`src/rtl/mac_pkg.sv`:
```
// ---------------------------------------------------------------------------
// mac_pkg : shared constants, result type and saturating adder for the MAC array
// Revision: 1.0
// ---------------------------------------------------------------------------
`default_nettype none

package mac_pkg;

  // Widest accumulator the adder supports; callers sign-extend into this width.
  localparam int MAX_W       = 64;
  localparam int DEF_N       = 8;
  localparam int DEF_LANES   = 4;
  localparam int DEF_ACC_W   = 2 * DEF_N + 8;

  typedef struct packed {
    logic                    ovf;
    logic signed [MAX_W-1:0] sum;
  } sat_res_t;

  // Adds two values already sign-extended to MAX_W and limits the result to
  // 'width' bits, either clamping or wrapping; ovf flags an out-of-range sum.
  function automatic sat_res_t sat_add(input logic signed [MAX_W-1:0] a,
                                       input logic signed [MAX_W-1:0] b,
                                       input int                      width,
                                       input logic                    saturate);
    logic signed [MAX_W:0] s;
    logic signed [MAX_W:0] hi;
    logic signed [MAX_W:0] lo;
    logic signed [MAX_W:0] wr;
    sat_res_t              r;
    s  = $signed({a[MAX_W-1], a}) + $signed({b[MAX_W-1], b});
    hi = (65'sd1 <<< (width - 1)) - 65'sd1;
    lo = -(65'sd1 <<< (width - 1));
    wr = (s <<< (MAX_W + 1 - width)) >>> (MAX_W + 1 - width);
    r.ovf = (s > hi) || (s < lo);
    if (!r.ovf)
      r.sum = s[MAX_W-1:0];
    else if (saturate)
      r.sum = (s > hi) ? hi[MAX_W-1:0] : lo[MAX_W-1:0];
    else
      r.sum = wr[MAX_W-1:0];
    return r;
  endfunction

endpackage

`default_nettype wire

```
`src/rtl/mac_lane.sv`:
```
// ---------------------------------------------------------------------------
// mac_lane : one MAC lane - product register, accumulator, sticky overflow, result
// Revision: 1.0
// ---------------------------------------------------------------------------
`default_nettype none

module mac_lane
  import mac_pkg::*;
#(
  parameter int N        = 8,
  parameter int ACC_W    = 2 * N + 8,
  parameter bit SATURATE = 1'b1
) (
  input  logic                    clk_i,
  input  logic                    rst_ni,
  input  logic                    i_load,
  input  logic                    i_first,
  input  logic                    i_s2_fire,
  input  logic                    i_s1_first,
  input  logic                    i_s1_last,
  input  logic signed [N-1:0]     i_value,
  input  logic signed [N-1:0]     i_mult,
  input  logic signed [ACC_W-1:0] i_bias,
  output logic signed [ACC_W-1:0] o_mac,
  output logic                    o_ovf
);

  logic signed [2*N-1:0]   r_prod;
  logic signed [ACC_W-1:0] r_bias;
  logic signed [ACC_W-1:0] r_acc;
  logic signed [ACC_W-1:0] r_mac;
  logic                    r_flag;
  logic                    r_ovf;

  logic signed [MAX_W-1:0] w_base;
  logic signed [MAX_W-1:0] w_addend;
  sat_res_t                w_res;
  logic                    w_flag;
  logic                    w_unused_hi;

  // A first beat seeds from the bias captured alongside its product.
  assign w_base      = i_s1_first ? {{(MAX_W-ACC_W){r_bias[ACC_W-1]}}, r_bias}
                                  : {{(MAX_W-ACC_W){r_acc[ACC_W-1]}}, r_acc};
  assign w_addend    = {{(MAX_W-2*N){r_prod[2*N-1]}}, r_prod};
  assign w_res       = sat_add(w_base, w_addend, ACC_W, SATURATE);
  assign w_flag      = w_res.ovf | (~i_s1_first & r_flag);
  assign w_unused_hi = ^w_res.sum[MAX_W-1:ACC_W];

  always_ff @(posedge clk_i or negedge rst_ni) begin
    if (!rst_ni) begin
      r_prod <= '0;
      r_bias <= '0;
      r_acc  <= '0;
      r_mac  <= '0;
      r_flag <= 1'b0;
      r_ovf  <= 1'b0;
    end else begin
      if (i_load) begin
        r_prod <= i_value * i_mult;
        if (i_first) r_bias <= i_bias;
      end
      if (i_s2_fire) begin
        if (i_s1_last) begin
          r_mac  <= w_res.sum[ACC_W-1:0];
          r_ovf  <= w_flag;
          r_acc  <= '0;
          r_flag <= 1'b0;
        end else begin
          r_acc  <= w_res.sum[ACC_W-1:0];
          r_flag <= w_flag;
        end
      end
    end
  end

  assign o_mac = r_mac;
  assign o_ovf = r_ovf;

endmodule

`default_nettype wire

```
`src/rtl/mac_array_int.sv`:
```
// ---------------------------------------------------------------------------
// mac_array_int : LANES-wide signed MAC engine with valid/ready in and out
// Revision: 1.0
// ---------------------------------------------------------------------------
`default_nettype none

module mac_array_int
  import mac_pkg::*;
#(
  parameter int N        = 8,
  parameter int LANES    = 4,
  parameter int ACC_W    = 2 * N + 8,
  parameter bit SATURATE = 1'b1
) (
  input  logic                     clk_i,
  input  logic                     rst_ni,
  input  logic                     in_valid_i,
  output logic                     in_ready_o,
  input  logic                     in_first_i,
  input  logic                     in_last_i,
  input  logic [LANES*N-1:0]       value_i,
  input  logic [LANES*N-1:0]       mult_i,
  input  logic [LANES*ACC_W-1:0]   bias_i,
  output logic                     out_valid_o,
  input  logic                     out_ready_i,
  output logic [LANES*ACC_W-1:0]   mac_o,
  output logic [LANES-1:0]         overflow_o
);

  logic r_s1_valid;
  logic r_s1_first;
  logic r_s1_last;
  logic r_out_valid;

  logic w_stall;
  logic w_in_fire;
  logic w_s2_fire;

  // A held result freezes both stages; readiness never looks at in_valid_i.
  assign w_stall    = r_out_valid & ~out_ready_i;
  assign in_ready_o = ~w_stall;
  assign w_in_fire  = in_valid_i & ~w_stall;
  assign w_s2_fire  = r_s1_valid & ~w_stall;

  always_ff @(posedge clk_i or negedge rst_ni) begin
    if (!rst_ni) begin
      r_s1_valid  <= 1'b0;
      r_s1_first  <= 1'b0;
      r_s1_last   <= 1'b0;
      r_out_valid <= 1'b0;
    end else begin
      if (!w_stall) begin
        r_s1_valid <= w_in_fire;
        r_s1_first <= in_first_i;
        r_s1_last  <= in_last_i;
      end
      if (w_s2_fire && r_s1_last)
        r_out_valid <= 1'b1;
      else if (out_ready_i)
        r_out_valid <= 1'b0;
    end
  end

  assign out_valid_o = r_out_valid;

  for (genvar l = 0; l < LANES; l++) begin : g_lane
    mac_lane #(
      .N        (N),
      .ACC_W    (ACC_W),
      .SATURATE (SATURATE)
    ) u_lane (
      .clk_i      (clk_i),
      .rst_ni     (rst_ni),
      .i_load     (w_in_fire),
      .i_first    (in_first_i),
      .i_s2_fire  (w_s2_fire),
      .i_s1_first (r_s1_first),
      .i_s1_last  (r_s1_last),
      .i_value    (value_i[l*N +: N]),
      .i_mult     (mult_i[l*N +: N]),
      .i_bias     (bias_i[l*ACC_W +: ACC_W]),
      .o_mac      (mac_o[l*ACC_W +: ACC_W]),
      .o_ovf      (overflow_o[l])
    );
  end

endmodule

`default_nettype wire
```
`config.mk`:
```
export PLATFORM = sky130hd
export DESIGN_NAME = mac_array_int
export DESIGN_NICKNAME = d
export VERILOG_FILES = /design/src/rtl/mac_pkg.sv /design/src/rtl/mac_lane.sv /design/src/rtl/mac_array_int.sv
export SDC_FILE = /design/constraint.sdc
export NUM_CORES = 1
export LEC_CHECK = 0
export BUFFER_PORTS_ARGS = -buffer_cell sky130_fd_sc_hd__buf_2
export CORE_MARGIN = 4
export CORE_UTILIZATION = 50
export CTS_BUF_LIST = sky130_fd_sc_hd__clkbuf_4
export CTS_CLUSTER_DIAMETER = 120
export DETAILED_ROUTE_END_ITERATION = 8
export PLACE_DENSITY = 0.81
export SYNTH_ARGS = -nofsm -noshare
export SYNTH_HDL_FRONTEND = slang
export SYNTH_SLANG_ARGS = --single-unit
```
`constraint.sdc`:
```
create_clock -name clk_i -period 8.4 [get_ports clk_i]
set_clock_uncertainty 0.2 [all_clocks]
set_input_delay 0.84 -clock clk_i [delete_from_list [all_inputs] [get_ports clk_i]]
set_output_delay 0.84 -clock clk_i [all_outputs]
set_load 0.05 [all_outputs]
```
==> results.ini, run 1 <==
[yosys]
syn_area_per_cell_um2=9.611
synthFlopType=dfrtp_1
synth-seq-cells=364
yosys_warnings=0
syn_nets=3894
ys_types=73
syn_area_um2=31250
synth_seq_area_share=0.2914
ys_async_sr_fraction=1.000
synth_cells=3252
synth-edff-count=0

[grt]
grt_first_pass_wirelength_um=133600
grt_pass1_vias=25610
grtUsageTotal=0.2453
grt_overflow=0
grt_start_max_net_pins=170
antenna_found_initial=22

[sta]
finalMaxSlewViolations=0
fin_ws_ns=1.196
fin_crit_ns=7.204
setup_viol=0
worst_pin_slew_ns=1.218
fin_hold_ws_ns=0.06442
max_freq_mhz=138.8
grt_setup_unrepaired=false
hold_viol=0
slew_headroom=0.1850
fin_tns_setup_ns=0
fin_crit_sh=0.8576

[worst_setup_path]
crit_chain=buf_4 > mux2_2 > ha_1 > fa_1 > a211oi_1 > o21ai_0 > and3_1 > o211ai_1 > nand2_1 > or2_2 > fa_1 > nor4_1 > nand3_1 > nor3_1 > nand3b_1 > o21ai_4 > nand2_1 > a31oi_1
worst-path-buf-inv=1
cp-start-kind=flop
end_kind=flop
slowest_delay_ns=0.96
crit_arrival_ns=7.76
path_max_fanout=46
cp.required_ns=8.95
critical_path.top_delay_family=compound AO/OA/AOI/OAI gates
path_class=reg2reg
slowest_stage=o21ai_4

[flow_run]
maxCapViolCount=0

[floorplan]
core_area_um2=61830
io-pin-count=268
die_w_um=258.0
die_h_um=258.0
rows=91
initial_utilization=0.5055
die_area_um2=66570

[drt]
totalWireLength_um=81980
wl_met3_um=6361
avgViaCountPerCell=5.681
drt-met1-wl_um=36100
vias=25650
drtIter0Drc=2301
postRouteAntennaNets=0
drtPass1Iterations=7
top_layer=met5
post_drt_wl_per_cell_um=18.16
wl_met2_um=37040
drc=0

[clocking]
cts_buffer_depth=3
clk_pin_slew_ns=0.07
holdBufCountCts=78
post_cts_resize_count=0
cts-root-buf=clkbuf_4
cts_made_buffers=92
cts_tree=done
cts.sinks=364
cts-htree-levels=3
insertion_delay_ns=0.87
post_cts_buffers=0

[final_layout]
final_cell_area_um2=35370
fin_cells=4515
areaGrowthSynthToFinish_pct=13.18
drive_gt1_frac=0.1844
finalNetCount=4236
layout_common_cells=dfrtp_1 (363), nand2_1 (343), inv_1 (282)
layout_commonest_cell=dfrtp_1
n_fill_cell=5289

[power]
power_leakage_nw=16.61
power_per_cell_area_nw_per_um2=399.3
ir_worst_vdd_v=0.0001599

[place]
post_dp_cell_area_um2=33400
port_buffers=267
dp.cells=4259
dpl.hpwl_um=61310
place_congestion=0.9433
pre_cts_slack_ns=1.441

[hold_path]
hp-class=in2reg

[status]
status=finished clean

## worst reg2reg max path, stage by stage (launching register included)
cell,delay (ns)
dfrtp_4,0.89
buf_4,0.51
mux2_2,0.40
ha_1,0.22
fa_1,0.43
a211oi_1,0.32
o21ai_0,0.23
and3_1,0.25
o211ai_1,0.28
nand2_1,0.19
or2_2,0.33
fa_1,0.49
nor4_1,0.31
nand3_1,0.12
nor3_1,0.31
nand3b_1,0.18
o21ai_4,0.96
nand2_1,0.21
a31oi_1,0.25
## synthesized netlist by cell type (all sizes together), types with 11 or more instances
library cell | instances | area share
nor2b | 11 | 0.0022
xnor2 | 83 | 0.023
a31oi | 39 | 0.0080
a21boi | 11 | 0.0026
and3 | 16 | 0.0032
a21o | 55 | 0.013
nand2b | 49 | 0.0098
buf | 37 | 0.0062
ha | 212 | 0.085
and2 | 162 | 0.032
dfrtp | 364 | 0.29
o21ai | 184 | 0.030
nor4b | 11 | 0.0031
nor3b | 11 | 0.0026
o21bai | 18 | 0.0043
fa | 264 | 0.17
xor2 | 30 | 0.0084
nand3 | 100 | 0.016
nor3 | 29 | 0.0046
a21oi | 187 | 0.030
a211oi | 25 | 0.0060
o21a | 39 | 0.0094
nor2 | 163 | 0.020
o211ai | 56 | 0.013
or3 | 11 | 0.0022
or2 | 11 | 0.0022
mux2 | 205 | 0.074
nand2 | 347 | 0.042
nand4 | 17 | 0.0034
clkbuf | 83 | 0.010
inv | 282 | 0.034
nor4 | 15 | 0.0030
o31ai | 21 | 0.0055
## layer usage
| layer | GRT usage | vias up |
|---|---|---|
| met3 | 0.05256 | 163 |
| met5 | 0 | - |
| met2 | 0.3791 | 902 |
| li1 | - | 11980 |
| met4 | 0.08576 | 10 |
| met1 | 0.3443 | 12600 |
## registers in the layout, indices dropped and copies added (netlist names), 4 cells and up
signal	count
g_lane.u_lane.o_mac	96
g_lane.u_lane.r_acc	96
g_lane.u_lane.r_bias	96
g_lane.u_lane.r_prod	64
g_lane.u_lane.o_ovf	4
g_lane.u_lane.r_flag	4
## report_power, final
part,switching (W),total (W),internal [W]
logic,0.00590,0.00961,0.00371
registers,0.000556,0.00299,0.00244
clock network,0.000758,0.00152,0.000765
total,0.00721,0.0141,0.00691
## worst paths after layout
path                       depth (start not counted)                     endpoint                        from  slack [ns]
hold reg to reg                                    2   g_lane[1].u_lane.r_acc[23]  g_lane[1].u_lane.r_acc[23]        0.27
setup / recovery                                  18    g_lane[3].u_lane.o_mac[2]                  r_s1_first        1.20
max in group asynchronous                          3  g_lane[0].u_lane.r_bias[15]                      rst_ni        6.09
min in group asynchronous                          2  g_lane[3].u_lane.r_prod[13]                      rst_ni        0.46
setup reg to reg                                  18    g_lane[3].u_lane.o_mac[2]                  r_s1_first        1.20
hold / removal                                     2  g_lane[1].u_lane.r_bias[10]                  bias_i[34]        0.06
## logic make-up (layout without fill, tap and decap cells)
logic type	count (synthesis)	count (layout)	synth area share
flip-flops	364	364	0.2914
other	0	18	0
XOR/XNOR	113	113	0.03167
multiplexers	210	210	0.07546
AO/OA/AOI/OAI	703	703	0.1426
adder cells (fa/ha/maj)	476	476	0.2540
buffers and inverters	402	810	0.05008
AND/OR/NAND/NOR	984	984	0.1548
## final cells by class
cell class                 count  area [um2]  area share
multi-input combinational   2486       20650      0.5837
tap                          837        1047     0.02961
clock inverter                25       136.4    0.003856
clock buffer                 135        1013     0.02865
inverter                     282        1059     0.02992
timing repair buffer         368        2312     0.06537
antenna                       18       45.04    0.001273
sequential                   364        9112      0.2576
## stage by stage
stage          power, W    util
3_5_place_dp    0.01243  0.5402
4_1_cts         0.01405  0.5714
6_report        0.01412  0.5721
3_3_place_gp    0.01219  0.5402
2_1_floorplan   0.01011       -
5_1_grt         0.01542  0.5721
Power figures use the tool's default switching activity.
==> run 2, diff against run 1 <==
--- a/config.mk
+++ b/config.mk
@@ -5,6 +5,7 @@
 export SDC_FILE = /design/constraint.sdc
 export NUM_CORES = 1
 export LEC_CHECK = 0
+export ABC_AREA = 1
 export BUFFER_PORTS_ARGS = -buffer_cell sky130_fd_sc_hd__buf_2
 export CORE_MARGIN = 4
 export CORE_UTILIZATION = 50
==> results.ini, run 2 <==
[sta]
setup_viol=0  ; unchanged
finalMaxSlewViolations=0  ; unchanged
hold_viol=0  ; unchanged
grt_setup_unrepaired=false
slew_headroom=0.2518  ; +0.06686
fin_tns_setup_ns=0  ; unchanged
max_freq_mhz=154.0  ; +11%
fin_crit_ns=6.495  ; -0.7088 ns
fin_crit_sh=0.7732  ; -0.08438
worst_pin_slew_ns=1.122  ; -0.09568 ns

[grt]
grt_overflow=0  ; unchanged
grt_first_pass_wirelength_um=142700  ; +6.8%
grt_pass1_vias=29080  ; +14%
grtUsageTotal=0.2477  ; +0.002444
antenna_found_initial=3  ; -86%
grt_start_max_net_pins=136  ; -20%

[clocking]
holdBufCountCts=96  ; +23%
post_cts_buffers=0  ; unchanged
cts.sinks=364  ; unchanged
insertion_delay_ns=0.87  ; about the same
post_cts_resize_count=0  ; unchanged
cts-htree-levels=3  ; unchanged
cts_tree=done
cts_buffer_depth=3  ; unchanged
cts_made_buffers=98  ; +6.5%
cts-root-buf=clkbuf_4
clk_pin_slew_ns=0.06  ; about the same

[hold_path]
hold_end=g_lane[1].u_lane.r_bias[9]
holdPathStages=2  ; unchanged
hp-class=in2reg
worstHoldStart=bias_i[33]

[final_layout]
layout_common_cells=nand2_1 (1736), inv_1 (578), dfrtp_1 (363)
finalNetCount=5228  ; +23%
layout_commonest_cell=nand2_1
fin_cells=5516  ; +22%
areaGrowthSynthToFinish_pct=12.34
drive_gt1_frac=0.1338  ; -0.05065

[worst_setup_path]
cp.required_ns=8.90  ; -0.05 ns
crit_arrival_ns=7.00  ; -0.76 ns
path_class=reg2reg
cp-start-kind=flop
path_max_fanout=42  ; -8.7%
reg2reg_to=g_lane[0].u_lane.o_mac[5]
end_kind=flop
r2r_start=r_s1_first
reg2reg_depth=22  ; +4
regToRegSetupSlack_ns=1.90  ; +0.71 ns

[place]
dp.cells=5245  ; +23%
place_congestion=0.9339  ; -1.0%
port_buffers=267  ; unchanged
dpl.hpwl_um=63240  ; +3.2%

[yosys]
yosys-top-cells-area=dfrtp_1 (28%), nand2_1 (20%), fa_1 (16%), ha_1 (8.2%), inv_1 (6.7%)
yosysTopAreaCell=dfrtp_1
yosysTopAreaCellShare=0.2812  ; -0.01022
ys_types=48  ; -34%
syn_area_um2=32390  ; +3.6%
synth-edff-count=0  ; unchanged
syn_nets=4914  ; +26%
yosys.area_share.simple=0.2619  ; +0.1071
synth-seq-cells=364  ; unchanged
synth.most_common_cell=nand2_1
ys_async_sr_fraction=1.000  ; unchanged
synth_top_family_by_area=simple AND/OR/NAND/NOR gates
synth_commonest_cells=nand2_1 (1738), inv_1 (580), dfrtp_1 (364)
synthFlopType=dfrtp_1
synth_compound_area_frac=0.05779  ; -0.08477
muxShareOfSynthArea=0.03338  ; -0.04209
synth_seq_area_share=0.2812  ; -0.01022
synthAdderAreaFrac=0.2451  ; -0.008908
synth_cells=4272  ; +31%
yosys_warnings=0  ; unchanged
synth_xor_xnor_area_share=0.03029  ; -0.001381
syn_area_per_cell_um2=7.582  ; -21%

[drt]
post_drt_wl_per_cell_um=15.42  ; -15%
postRouteAntennaNets=0  ; unchanged
drtIter0Drc=1964  ; -15%
avgViaCountPerCell=5.151  ; -9.3%
drtPass1Iterations=5  ; -2
drc=0  ; unchanged
totalWireLength_um=85070  ; +3.8%
vias=28410  ; +11%

[power]
power.total_w=0.01380  ; -2.3%
power_leakage_nw=20.65  ; +24%
power_per_cell_area_nw_per_um2=379.1  ; -5.0%
ir_worst_vdd_v=0.0002636  ; +65%

[floorplan]
die_h_um=262.5  ; +1.7%
initial_utilization=0.5034  ; -0.002161
io-pin-count=268  ; unchanged
die_area_um2=68920  ; +3.5%
core_area_um2=64350  ; +4.1%
die_w_um=262.5  ; +1.7%
rows=93  ; +2.2%

[flow_run]
maxCapViolCount=0  ; unchanged

[status]
status=finished clean

[run 2: layout make-up]
| cell class | count | area (um2) |
|---|---|---|
| flip-flops and latches | 364 | 9112 |
| repair buffers | 379 | 2440 |
| diodes | 4 | 10.01 |
| inverters | 588 | 2212 |
| multi-input cells | 3155 | 20390 |
| clock buffers | 133 | 998.5 |
| well taps | 855 | 1070 |
| clock inverters | 38 | 156.4 |
| fillers | 5823 | 27960 |
[run 2: through the flow]
step                utilization  hold slack (ns)  worst slack (ns)  area, um2
floorplan                     -           0.2478             3.027      32390
detailed placement       0.5324           0.2598             2.121      34260
CTS                      0.5653       0.00006828             2.015      36370
global placement         0.5324           0.2594             2.352      34260
finish                   0.5655          0.08335             1.905      36390
global route             0.5654          0.03008             1.478      36380
[run 2: critical path, cell delays in order, from the launching register on]
cell      delay (ns)
dfrtp_4         0.66
clkinv_2        0.40
buf_4           0.43
nand2_1         0.13
nand2_1         0.07
ha_1            0.34
nand2_1         0.13
inv_1           0.06
a21oi_1         0.14
nand2_1         0.12
a21oi_1         0.33
o21bai_1        0.20
a21boi_2        0.29
o21ai_0         0.15
fa_1            0.47
nor4_1          0.31
nand4_1         0.15
nor4b_1         0.42
nand3_1         0.15
nand2_1         0.73
nand2_1         0.21
nand2_1         0.12
nand2_1         0.07
[run 2: cells by family (layout without fill, tap and decap cells)]
family	Yosys count	count (layout)
flops	364	364
buf+inv	753	1138
simple gates	2123	2123
mux	96	96
compound gates	348	348
fa+ha+maj	476	476
other cells	0	4
xor+xnor	112	112
[run 2: worst max path at each step]
stage | startpoint | end | depth (start not counted)
detailed placement | r_s1_first | g_lane[2].u_lane.o_ovf | 20
global route | r_s1_first | g_lane[0].u_lane.o_mac[5] | 22
floorplan | r_s1_first | g_lane[3].u_lane.o_mac[22] | 24
CTS | r_s1_first | g_lane[0].u_lane.o_mac[5] | 24
global placement | r_s1_first | g_lane[1].u_lane.r_acc[5] | 23
finish | r_s1_first | g_lane[0].u_lane.o_mac[5] | 22
[run 2: power breakdown]
part / leakage [nW] / total, W / switching, W / internal, W
registers: 4.47 / 0.00292 / 0.000490 / 0.00243
logic: 15.5 / 0.00936 / 0.00612 / 0.00323
clock network: 0.705 / 0.00152 / 0.000785 / 0.000734
total: 20.6 / 0.0138 / 0.00740 / 0.00640
[run 2: per-layer routing]
metal  up-vias  routed length, um  GRT usage
met5         -                  0          0
met4         0               2443    0.08644
met3       150               5284    0.03820
met2       850              40650     0.4155
met1     13590              36690     0.3295
li1      13820                  -          -
==> run 3, diff against run 2 <==
--- a/config.mk
+++ b/config.mk
@@ -5,7 +5,7 @@
 export SDC_FILE = /design/constraint.sdc
 export NUM_CORES = 1
 export LEC_CHECK = 0
-export ABC_AREA = 1
+export ABC_AREA = 0
 export BUFFER_PORTS_ARGS = -buffer_cell sky130_fd_sc_hd__buf_2
 export CORE_MARGIN = 4
 export CORE_UTILIZATION = 50
==> constraint.sdc (replaced) <==
create_clock -name clk_i -period 6.7 [get_ports clk_i]
set_clock_uncertainty 0.2 [all_clocks]
set_input_delay 0.67 -clock clk_i [delete_from_list [all_inputs] [get_ports clk_i]]
set_output_delay 0.67 -clock clk_i [all_outputs]
set_load 0.05 [all_outputs]
==> results.ini, run 3 (synthesis gave the netlist of run 1 again) <==
[sta]
fin_tns_setup_ns=0  ; unchanged
setup_viol=0  ; unchanged
slew_headroom=0.2884  ; +0.03662
fin_ws_ns=0.4029  ; -1.502 ns
finalMaxSlewViolations=0  ; unchanged
fin_crit_sh=0.9399  ; +0.1666
fin_crit_ns=6.297  ; -0.1980 ns
worst_pin_slew_ns=1.067  ; -0.05492 ns
grt_setup_unrepaired=false
hold_viol=0  ; unchanged
max_freq_mhz=158.8  ; +3.1%

[grt]
grt_first_pass_wirelength_um=136700  ; -4.2%
grtUsageTotal=0.2521  ; +0.004359
grt_overflow=0  ; unchanged
antenna_found_initial=11  ; +8
grt_start_max_net_pins=175  ; +29%
grt_pass1_vias=26390  ; -9.3%

[status]
status=finished clean

[place]
place_congestion=0.9311  ; -0.30%
port_buffers=267  ; unchanged
dpl.hpwl_um=61900  ; -2.1%
pre_cts_slack_ns=0.5478  ; -1.573 ns

[floorplan]
die_h_um=258.0  ; -1.7%
rows=91  ; -2.2%
die_w_um=258.0  ; -1.7%
io-pin-count=268  ; unchanged
initial_utilization=0.5055  ; +0.002161
core_area_um2=61830  ; -3.9%
die_area_um2=66570  ; -3.4%

[final_layout]
layout_commonest_cell=dfrtp_1
finalNetCount=4280  ; -18%
layout_common_cells=dfrtp_1 (363), nand2_1 (343), inv_1 (282)
drive_gt1_frac=0.1851  ; +0.05128
areaGrowthSynthToFinish_pct=14.32

[worst_setup_path]
end_kind=flop
path_max_fanout=28  ; -33%
slowest_delay_ns=0.72  ; about the same
path_class=reg2reg
cp.required_ns=7.16  ; -1.74 ns
crit_top_cell=a21oi_1
slowest_stage=dfrtp_4
cp-start-kind=flop
crit_chain=mux2_2 > ha_1 > fa_1 > nand3_1 > a21oi_1 > o21ai_0 > a21oi_1 > a221o_2 > a21o_1 > fa_1 > or4b_2 > nor4_1 > nand3_1 > o21ai_0 > a31oi_2 > nor2_1 > a21oi_1
crit_arrival_ns=6.76  ; -0.24 ns

[clocking]
cts_made_buffers=94  ; -4.1%
cts_buffer_depth=3  ; unchanged
cts.sinks=364  ; unchanged
cts_tree=done
insertion_delay_ns=0.86  ; about the same
cts-htree-levels=3  ; unchanged
cts-root-buf=clkbuf_4
clk_pin_slew_ns=0.08  ; +0.02 ns

[drt]
drc=0  ; unchanged
vias=25750  ; -9.4%
postRouteAntennaNets=0  ; unchanged
post_drt_wl_per_cell_um=18.47  ; +20%
avgViaCountPerCell=5.657  ; +9.8%
drtPass1Iterations=5  ; unchanged
drtIter0Drc=2062  ; +5.0%
totalWireLength_um=84040  ; -1.2%

[power]
ir_worst_vdd_v=0.0001995  ; -24%
power_leakage_nw=16.77  ; -19%
power_per_cell_area_nw_per_um2=496.1  ; +31%

[flow_run]
maxCapViolCount=0  ; unchanged

[hold_path]
hp-class=in2async

-- run 3: cell types whose count changed in the layout (fill, tap and decap cells not counted), moves of 24 or more --
cell      previous run  this run
o21a_1               2        39
and2_1               2       162
o21ai_0            136       176
o211ai_1             3        56
or2_2               43        11
nand2_1           1736       343
xor2_1              65        30
a21oi_1            154       187
mux2_2              96       205
inv_1              578       282
xnor2_1             47        83
a21o_1               5        55
nand2b_1             0        49
a211oi_1             1        25
-- run 3: repair_timing --
item | 4_1_cts | 5_1_grt
setup endpoints to repair | 0 | 9
endpoints found under the hold margin | 169 | 0
buffers inserted | 0 | 0
resized for setup | 0 | 1
hold buffers | 107 | 0
-- run 3: final timing paths --
| kind | from | to | slack, ns | cells after the start |
|---|---|---|---|---|
| worst max-delay path | r_s1_first | g_lane[1].u_lane.r_acc[9] | 0.40 | 17 |
| worst min-delay path | rst_ni | g_lane[3].u_lane.r_bias[3] | 0.18 | 2 |
| worst max register to register | r_s1_first | g_lane[1].u_lane.r_acc[9] | 0.40 | 17 |
| worst min register to register | g_lane[0].u_lane.o_mac[23] | g_lane[0].u_lane.o_mac[23] | 0.27 | 2 |
| max in group asynchronous | rst_ni | r_s1_first | 4.66 | 3 |
| min in group clk_i | value_i[24] | g_lane[3].u_lane.r_prod[2] | 0.22 | 4 |
-- run 3: where the power goes --
| group | internal (W) | switching [W] |
|---|---|---|
| logic | 0.00470 | 0.00738 |
| registers | 0.00305 | 0.000703 |
| clock network | 0.000885 | 0.000998 |
| total | 0.00864 | 0.00908 |
-- run 3: layout make-up --
cell class / count / area (um2)
fill: 5217 / 26100
tap: 837 / 1047
inverter: 282 / 1059
sequential: 364 / 9112
clock inverter: 38 / 176.4
timing repair buffer: 410 / 2725
antenna: 7 / 17.52
multi-input combinational: 2486 / 20640
clock buffer: 127 / 953.4
-- run 3: layer usage --
metal | up-vias | wire length (um) | global-route usage
li1 | 12050 | - | -
met2 | 804 | 38590 | 0.3960
met4 | 6 | 2639 | 0.09495
met3 | 174 | 5631 | 0.05404
met5 | - | 34 | 0
met1 | 12710 | 37140 | 0.3453
-- run 3: critical path, delay by kind of cell, from the launching register on --
family / cells / cell delay, ns
AO/OA/AOI/OAI: 8 / 1.87
adder cells (fa/ha/maj): 3 / 1.07
flip-flops: 1 / 0.72
multiplexers: 1 / 0.39
AND/OR/NAND/NOR: 5 / 1.82
-- run 3: stage by stage --
stage                     cells  cell area (um2)  hold WS, ns    util  power (W)
final                      4551            35730       0.1763  0.5779    0.01773
after global routing       4551            35730       0.1882  0.5779    0.01936
after CTS                  4544            35710      0.09681  0.5776    0.01762
after detailed placement   4272            33510       0.2673  0.5420    0.01559
after global placement     4272            33510       0.2602  0.5420    0.01535
after floorplan            3252            31250       0.1744       -    0.01268
